`src/rtl/uart_cmd_parser.sv`:
```
// uart_cmd_parser: converts ASCII hex typed on a UART terminal into a committed byte value.
// Build option UART_CMD_ECHO_EN: echo each received character (plus LF after CR) into the TX FIFO.
module uart_cmd_parser #(
  parameter logic [7:0] CR_CODE = 8'h0D,
  parameter logic [7:0] LF_CODE = 8'h0A,
  parameter logic [7:0] BS_CODE = 8'h08
) (
  input  logic       clk,
  input  logic       reset,
  input  logic       rx_empty,
  input  logic [7:0] r_data,
  output logic       rd_uart,
  input  logic       tx_full,
  output logic [7:0] w_data,
  output logic       wr_uart,
  output logic [7:0] hex_value,
  output logic       hex_valid,
  output logic       err
);

  localparam logic [2:0] IDLE    = 3'd0;
  localparam logic [2:0] POP     = 3'd1;
  localparam logic [2:0] DECODE  = 3'd2;
  localparam logic [2:0] ECHO    = 3'd3;
  localparam logic [2:0] ECHO_LF = 3'd4;

  logic [2:0] state_r;
  logic [2:0] state_nxt_s;
  logic [7:0] char_r;
  logic [7:0] acc_r;
  logic [1:0] digit_cnt_r;
  logic [7:0] hex_value_r;
  logic       hex_valid_r;
  logic       err_r;
  logic [7:0] w_data_r;
  logic [4:0] nibble_s;

  // Returns {is_hex, nibble} for an ASCII character.
  function automatic logic [4:0] hex_nibble(input logic [7:0] c);
    logic [4:0] res;
    if ((c >= 8'h30) && (c <= 8'h39)) begin
      res = {1'b1, c[3:0]};
    end else if (((c >= 8'h41) && (c <= 8'h46)) || ((c >= 8'h61) && (c <= 8'h66))) begin
      res = {1'b1, c[3:0] + 4'd9};
    end else begin
      res = 5'b0_0000;
    end
    return res;
  endfunction

  // Character classification of the captured byte
  always_comb begin
    nibble_s = hex_nibble(char_r);
  end

  // Next-state logic; the echo states are only reachable in echo builds
  always_comb begin
    state_nxt_s = state_r;
    case (state_r)
      IDLE: begin
        if (!rx_empty) begin
          state_nxt_s = POP;
        end else begin
          state_nxt_s = IDLE;
        end
      end
      POP: begin
        state_nxt_s = DECODE;
      end
      DECODE: begin
`ifdef UART_CMD_ECHO_EN
        state_nxt_s = ECHO;
`else
        state_nxt_s = IDLE;
`endif
      end
      ECHO: begin
        if (!tx_full) begin
          if (char_r == CR_CODE) begin
            state_nxt_s = ECHO_LF;
          end else begin
            state_nxt_s = IDLE;
          end
        end else begin
          state_nxt_s = ECHO;
        end
      end
      ECHO_LF: begin
        if (!tx_full) begin
          state_nxt_s = IDLE;
        end else begin
          state_nxt_s = ECHO_LF;
        end
      end
      default: begin
        state_nxt_s = IDLE;
      end
    endcase
  end

  // State register, byte capture, digit accumulation and commit
  always_ff @(posedge clk or posedge reset) begin
    if (reset) begin
      state_r     <= IDLE;
      char_r      <= 8'h00;
      acc_r       <= 8'h00;
      digit_cnt_r <= 2'd0;
      hex_value_r <= 8'h00;
      hex_valid_r <= 1'b0;
      err_r       <= 1'b0;
    end else begin
      state_r     <= state_nxt_s;
      hex_valid_r <= 1'b0;
      if (state_r == POP) begin
        char_r <= r_data;
      end
      if (state_r == DECODE) begin
        if (nibble_s[4]) begin
          // Shifting keeps only the two most recent digits
          acc_r <= {acc_r[3:0], nibble_s[3:0]};
          if (digit_cnt_r != 2'd2) begin
            digit_cnt_r <= digit_cnt_r + 2'd1;
          end
        end else if (char_r == CR_CODE) begin
          if (digit_cnt_r != 2'd0) begin
            hex_value_r <= acc_r;
            hex_valid_r <= 1'b1;
            err_r       <= 1'b0;
            acc_r       <= 8'h00;
            digit_cnt_r <= 2'd0;
          end
        end else if (char_r == BS_CODE) begin
          acc_r       <= 8'h00;
          digit_cnt_r <= 2'd0;
        end else begin
          err_r       <= 1'b1;
          acc_r       <= 8'h00;
          digit_cnt_r <= 2'd0;
        end
      end
    end
  end

  // Echo byte register; without echo states it is never loaded and stays 0
  always_ff @(posedge clk or posedge reset) begin
    if (reset) begin
      w_data_r <= 8'h00;
    end else if ((state_r == DECODE) && (state_nxt_s == ECHO)) begin
      w_data_r <= char_r;
    end else if ((state_r == ECHO) && (state_nxt_s == ECHO_LF)) begin
      w_data_r <= LF_CODE;
    end else begin
      w_data_r <= w_data_r;
    end
  end

  assign rd_uart   = (state_r == POP);
  assign w_data    = w_data_r;
  assign hex_value = hex_value_r;
  assign hex_valid = hex_valid_r;
  assign err       = err_r;

`ifdef UART_CMD_ECHO_EN
  // The push strobe follows tx_full combinationally so a stalled echo fires the cycle space opens
  assign wr_uart = ((state_r == ECHO) || (state_r == ECHO_LF)) && !tx_full;
`else
  assign wr_uart = 1'b0;
`endif

  uart_cmd_parser_chk u_chk (
    .clk       (clk),
    .reset     (reset),
    .rd_uart   (rd_uart),
    .wr_uart   (wr_uart),
    .tx_full   (tx_full),
    .hex_valid (hex_valid)
  );

endmodule

// Protocol properties of the parser's FIFO strobes and commit pulse.
module uart_cmd_parser_chk (
  input logic clk,
  input logic reset,
  input logic rd_uart,
  input logic wr_uart,
  input logic tx_full,
  input logic hex_valid
);

  a_no_rd_wr_overlap: assert property (@(posedge clk) disable iff (reset) !(rd_uart && wr_uart));
  a_no_push_when_full: assert property (@(posedge clk) disable iff (reset) !(wr_uart && tx_full));
  a_single_pulse: assert property (@(posedge clk) disable iff (reset) hex_valid |=> !hex_valid);
  a_single_pop: assert property (@(posedge clk) disable iff (reset) rd_uart |=> !rd_uart);

endmodule

```
`config.mk`:
```
export PLATFORM = sky130hd
export DESIGN_NAME = uart_cmd_parser
export DESIGN_NICKNAME = d
export VERILOG_FILES = /design/src/rtl/uart_cmd_parser.sv
export SDC_FILE = /design/constraint.sdc
export NUM_CORES = 1
export LEC_CHECK = 0
export CORE_MARGIN = 2
export CORE_UTILIZATION = 46
export CTS_CLUSTER_SIZE = 25
export DETAILED_ROUTE_END_ITERATION = 6
export PLACE_DENSITY_LB_ADDON = 0.12
export SYNTH_ARGS = -nofsm -noshare
export SYNTH_HDL_FRONTEND = slang
export SYNTH_HIERARCHICAL = 1
export SYNTH_SLANG_ARGS = --single-unit
```
`constraint.sdc`:
```
create_clock -name clk -period 1.8 [get_ports clk]
set_clock_uncertainty 0.15 [all_clocks]
set_input_delay 0.36 -clock clk [delete_from_list [all_inputs] [get_ports clk]]
set_output_delay 0.36 -clock clk [all_outputs]
set_load 0.05 [all_outputs]
```
# After elaboration in Yosys (flattened, before gate mapping)
# Index checks and enable logic that the tools add are counted.
# word_totals
latchBits	0
mem_bits_ro	0
mem_count	0
ramBits	0
regBits	39
# classes
n_shift	0
magnitude_cmp	6
n_eq_ne	13
mux	23
bitwise	1
reduce_logical	13
addsub	2
div_mod_pow	0
n_mul	0
# ops
cell	n
$mux W8	5
$eq A8 B4 Y1 const B	2
$ge A8 B7 Y1 const B	2
$le A8 B7 Y1 const B	2
$pmux W3 S4	1
$mux W5	2
$eq A3 B2 Y1 const B	3
$mux W3	3
$ge A8 B6 Y1 const B	1
$le A8 B6 Y1 const B	1
$mux W1	8
$mux W2	4
$reduce_and A4 Y1	2
$eq A3 B3 Y1 const B	2
$logic_and A1 B1 Y1	5
$add A4 B4 Y4 const B	1
$ne A2 B1 Y1 const B	2
$ne A2 B2 Y1 const B	2
$reduce_bool A2 Y1	2
$eq A3 B1 Y1 const B	1
$logic_not A3 Y1	1
$ne A3 B2 Y1 const B	1
$reduce_and A3 Y1	1
$add A2 B1 Y2 const B	1
other kinds (3)	3

# Logic depth before layout (Yosys ltp)
# logic_depth
word_depth	8
mapped_depth	7
ltp_nobuf	6

# Least setup slack after synthesis
# OpenSTA, ideal clock, no wires.
# synth_path
path_kind	register -> register
from	reg state_r[2]
to	reg char_r[3]
period_less_slack_ns	2.034
path_stages_with_launch	5
arrival_ns	1.759
setup_slack_ns	-0.234
required_ns	1.525
path_buffers	1
cell_sequence	dfrtp_1 -> nand2b_1 -> nor2_1 -> clkbuf_1 -> mux2_2
# synth_via
elab_chain_cells	1
# synth_lines
item	line	source
start: declaration	27	logic [2:0] state_r;
start signal: assignment	112	state_r <= state_nxt_s;
$eq A3 B1 Y1	-	
net rd_uart	12	output logic rd_uart,
end signal: assignment	115	char_r <= r_data;
end: declaration	29	logic [7:0] char_r;
# The timed path passes the listed nets, and every way through them passes these cells.
# A chain may end at the register's enable or synchronous reset.

# Worst setup path in the final report
# layout_path
from	reg char_r[0]
to	reg acc_r[5]
# layout_via
elab_chain_cells	7
# layout_lines
item	line	source
$ge A8 B7 Y1 or $le A8 B7 Y1 (tied branches)	43	end else if (((c >= 8'h41) && (c <= 8'h46)) || ((c >= 8'h61) && (c <= 8'h66))) begin
$logic_and A1 B1 Y1	43	
$logic_or A1 B1 Y1	43	
$mux W5	43	
$mux W5	41	if ((c >= 8'h30) && (c <= 8'h39)) begin
$ne A3 B2 Y1 (no source line)	-	
$reduce_and A2 Y1 (no source line)	-	
end signal: assignment	120	acc_r <= {acc_r[3:0], nibble_s[3:0]};
end: declaration	30	logic [7:0] acc_r;
# Parallel ways exist; a longest one is shown, timed or not.

==> flow_summary.toml <==
[outcome]
outcome = "finished with violations"
violations = "negative setup slack"

[synth]
synth_cell_types = 41
synthCells = 140
syn-num-nets = 158
syn_avg_cell_area_um2 = 12.44
yosysSeqAreaShare_pct = 56.03
netlist_area_um2 = 1742
synth_area_leaders = "dfrtp_1 56%, mux2_4 6.9%, ha_1 4.3%, mux2_2 3.2%, a22o_1 2.5%"
synthFlopType = "dfrtp_1"
synth_most_common_cell = "dfrtp_1"
ys_warn_count = 6
synth_edf_count = 0
ys_ff_latch = 39
synth_top_cell_area_share_pct = 56.03
synth_top_area_cell = "dfrtp_1"
ys_async_sr_fraction_pct = 100.0
synthTopCellsByCount = "39 x dfrtp_1, 8 x inv_1, 8 x mux2_4, 8 x nand2_1, 7 x and2_1"

[layout]
antenna_cells = 0
nFillCells = 267
drive_above_1_share_pct = 52.40
area_growth_pct = 49.35
final_area_um2 = 2601
final_cells = 256
nets = 225

[timing]
report.final.hold_viol_count = 0
slew_violations = 0
post-route-min-period_ps = 1973
rsz0062_at_grt = "yes"
setup_violations = 25
whs_ps = 279.4
fmax_mhz = 506.9
fin_crit_sh_pct = 109.6
worst_slack_ps = -172.9

[floorplan]
die_h_um = 65.53
core_region_area_um2 = 3661
rows = 22
die_width_um = 65.53
die_area_um2 = 4294
pin_count = 32
start_util_pct = 47.57

[grt]
grt_start_max_net_pins = 40
track_usage_pct = 20.00
grt_pass1_wl_um = 6520
gr-total-overflow = 0
grt_pass1_vias = 1385
antenna_found_initial = 0

[placement]
place_congestion = 0.7767
io_buffers = 30
postPlaceCellArea_um2 = 2232
place_hpwl_um = 2442
dp.cells = 237

[critical_path]
crit_path_max_fanout = 6
worstRegToRegCells = 7
crit_required_ps = 1830
cp-end-kind = "flip-flop"
critPathLaunchType = "flip-flop"
path_class = "reg2reg"
arrival_ps = 2000

[detailed_routing]
vias = 1331
drt-initial-drc-count = 99
drc = 0
postRouteAntennaNets = 0
wl_per_cell_um = 15.15
viasPerCell = 5.199
totalWireLength_um = 3878
firstDrtPassIters = 4

[clock_network]
clk_pin_slew_ps = 70
cts_root_buffer = "clkbuf_8"
numCtsBuffers = 5
clock_latency_ps = 290
cts_tree = "built"
htree_num_levels = 2
postCtsHoldBufs = 0
clock_path_buffers = 2
cts_num_sinks = 39

[pwr]
leakage_uw = 0.001259
power_density_nw_per_um2 = 1215
peakVddDrop_v = 0.0008140

[run]
maxCapViolCount = 0

[worst_hold_path]
hold_path.class = "in2async"
[sequential cells by signal, summed over array words and instances, names as in the netlist]
signal and flops:
char_r 8, w_data 8, acc_r 8, hex_value 8, err 1, state_r 3
digit_cnt_r 2, hex_valid 1
[per-layer routing]
layer / GRT usage [%] / share of wire (%)
met5: 0 / 0
met4: 6.250 / 2.0
met3: 5.822 / 4.0
met2: 34.31 / 51
met1: 24.24 / 43
[worst max-delay path: stages (launching register included)]
cell and delay, ps:
dfrtp_2 450, inv_2 90, ha_4 120, or3b_4 360
nand4_1 210, buf_4 180, a21oi_4 80, a22o_1 210
[cells by family after synthesis]
kind of cell / share of synthesized area (%)
multiplexers: 10.70
AO/OA/AOI/OAI: 13.08
buffers and inverters: 3.735
other: 0.2153
flip-flops: 56.03
AND/OR/NAND/NOR: 11.93
adder cells (fa/ha/maj): 4.310
[path summary, 6_finish.rpt]
path                                start        endpoint  slack [ps]
max in group asynchronous           reset       char_r[0]        1010
worst max-delay path            char_r[0]        acc_r[5]        -170
worst min-delay path                reset  digit_cnt_r[1]         280
worst min register to register  w_data[1]       w_data[1]         350
min in group clk                w_data[1]       w_data[1]         350
worst max register to register  char_r[0]        acc_r[5]        -170
[cell usage in the layout, fill, tap and decap left out, drive strengths merged, types with 6 or more instances in the layout]
master and count:
dfrtp 39, nand2 8, o21ai 6, mux2 13, clkbuf 6, inv 8
buf 54, and2 7, clkdlybuf4s50 11, ha 6
[through the flow]
step                total power, uW  util, %  TNS (ps)  setup WS, ps
floorplan                      1708        -     -2628        -150.4
global placement               2109    60.97     -3626        -198.2
detailed placement             2154    60.97     -4698        -220.0
CTS                            3121    68.93     -2413        -142.6
global route                   3365    71.05     -4725        -268.1
finish                         3161    71.05     -2997        -172.9
[where the power goes]
part	total, uW	internal, uW	switching [uW]
sequential	1180	1030	147
clock	747	448	298
combinational	1240	655	584
total	3160	2130	1030
[final cells by class]
cell class,instances,area [um2],area share (%)
inverter,8,30.03,1.154
timing repair buffer,65,559.3,21.50
sequential,39,977.2,37.57
clock buffer,6,82.58,3.175
multi-input combinational,88,857.1,32.95
tap,48,60.06,2.309
clock inverter,2,35.03,1.347
[repair_timing]
action                     4_1_cts  5_1_grt
cloned                           1        1
buffers inserted                 8        2
gates resized for setup         25       17
setup endpoints to repair       29       29
pin swaps                       13       10
No activity file was read; power rests on OpenSTA's default activity.
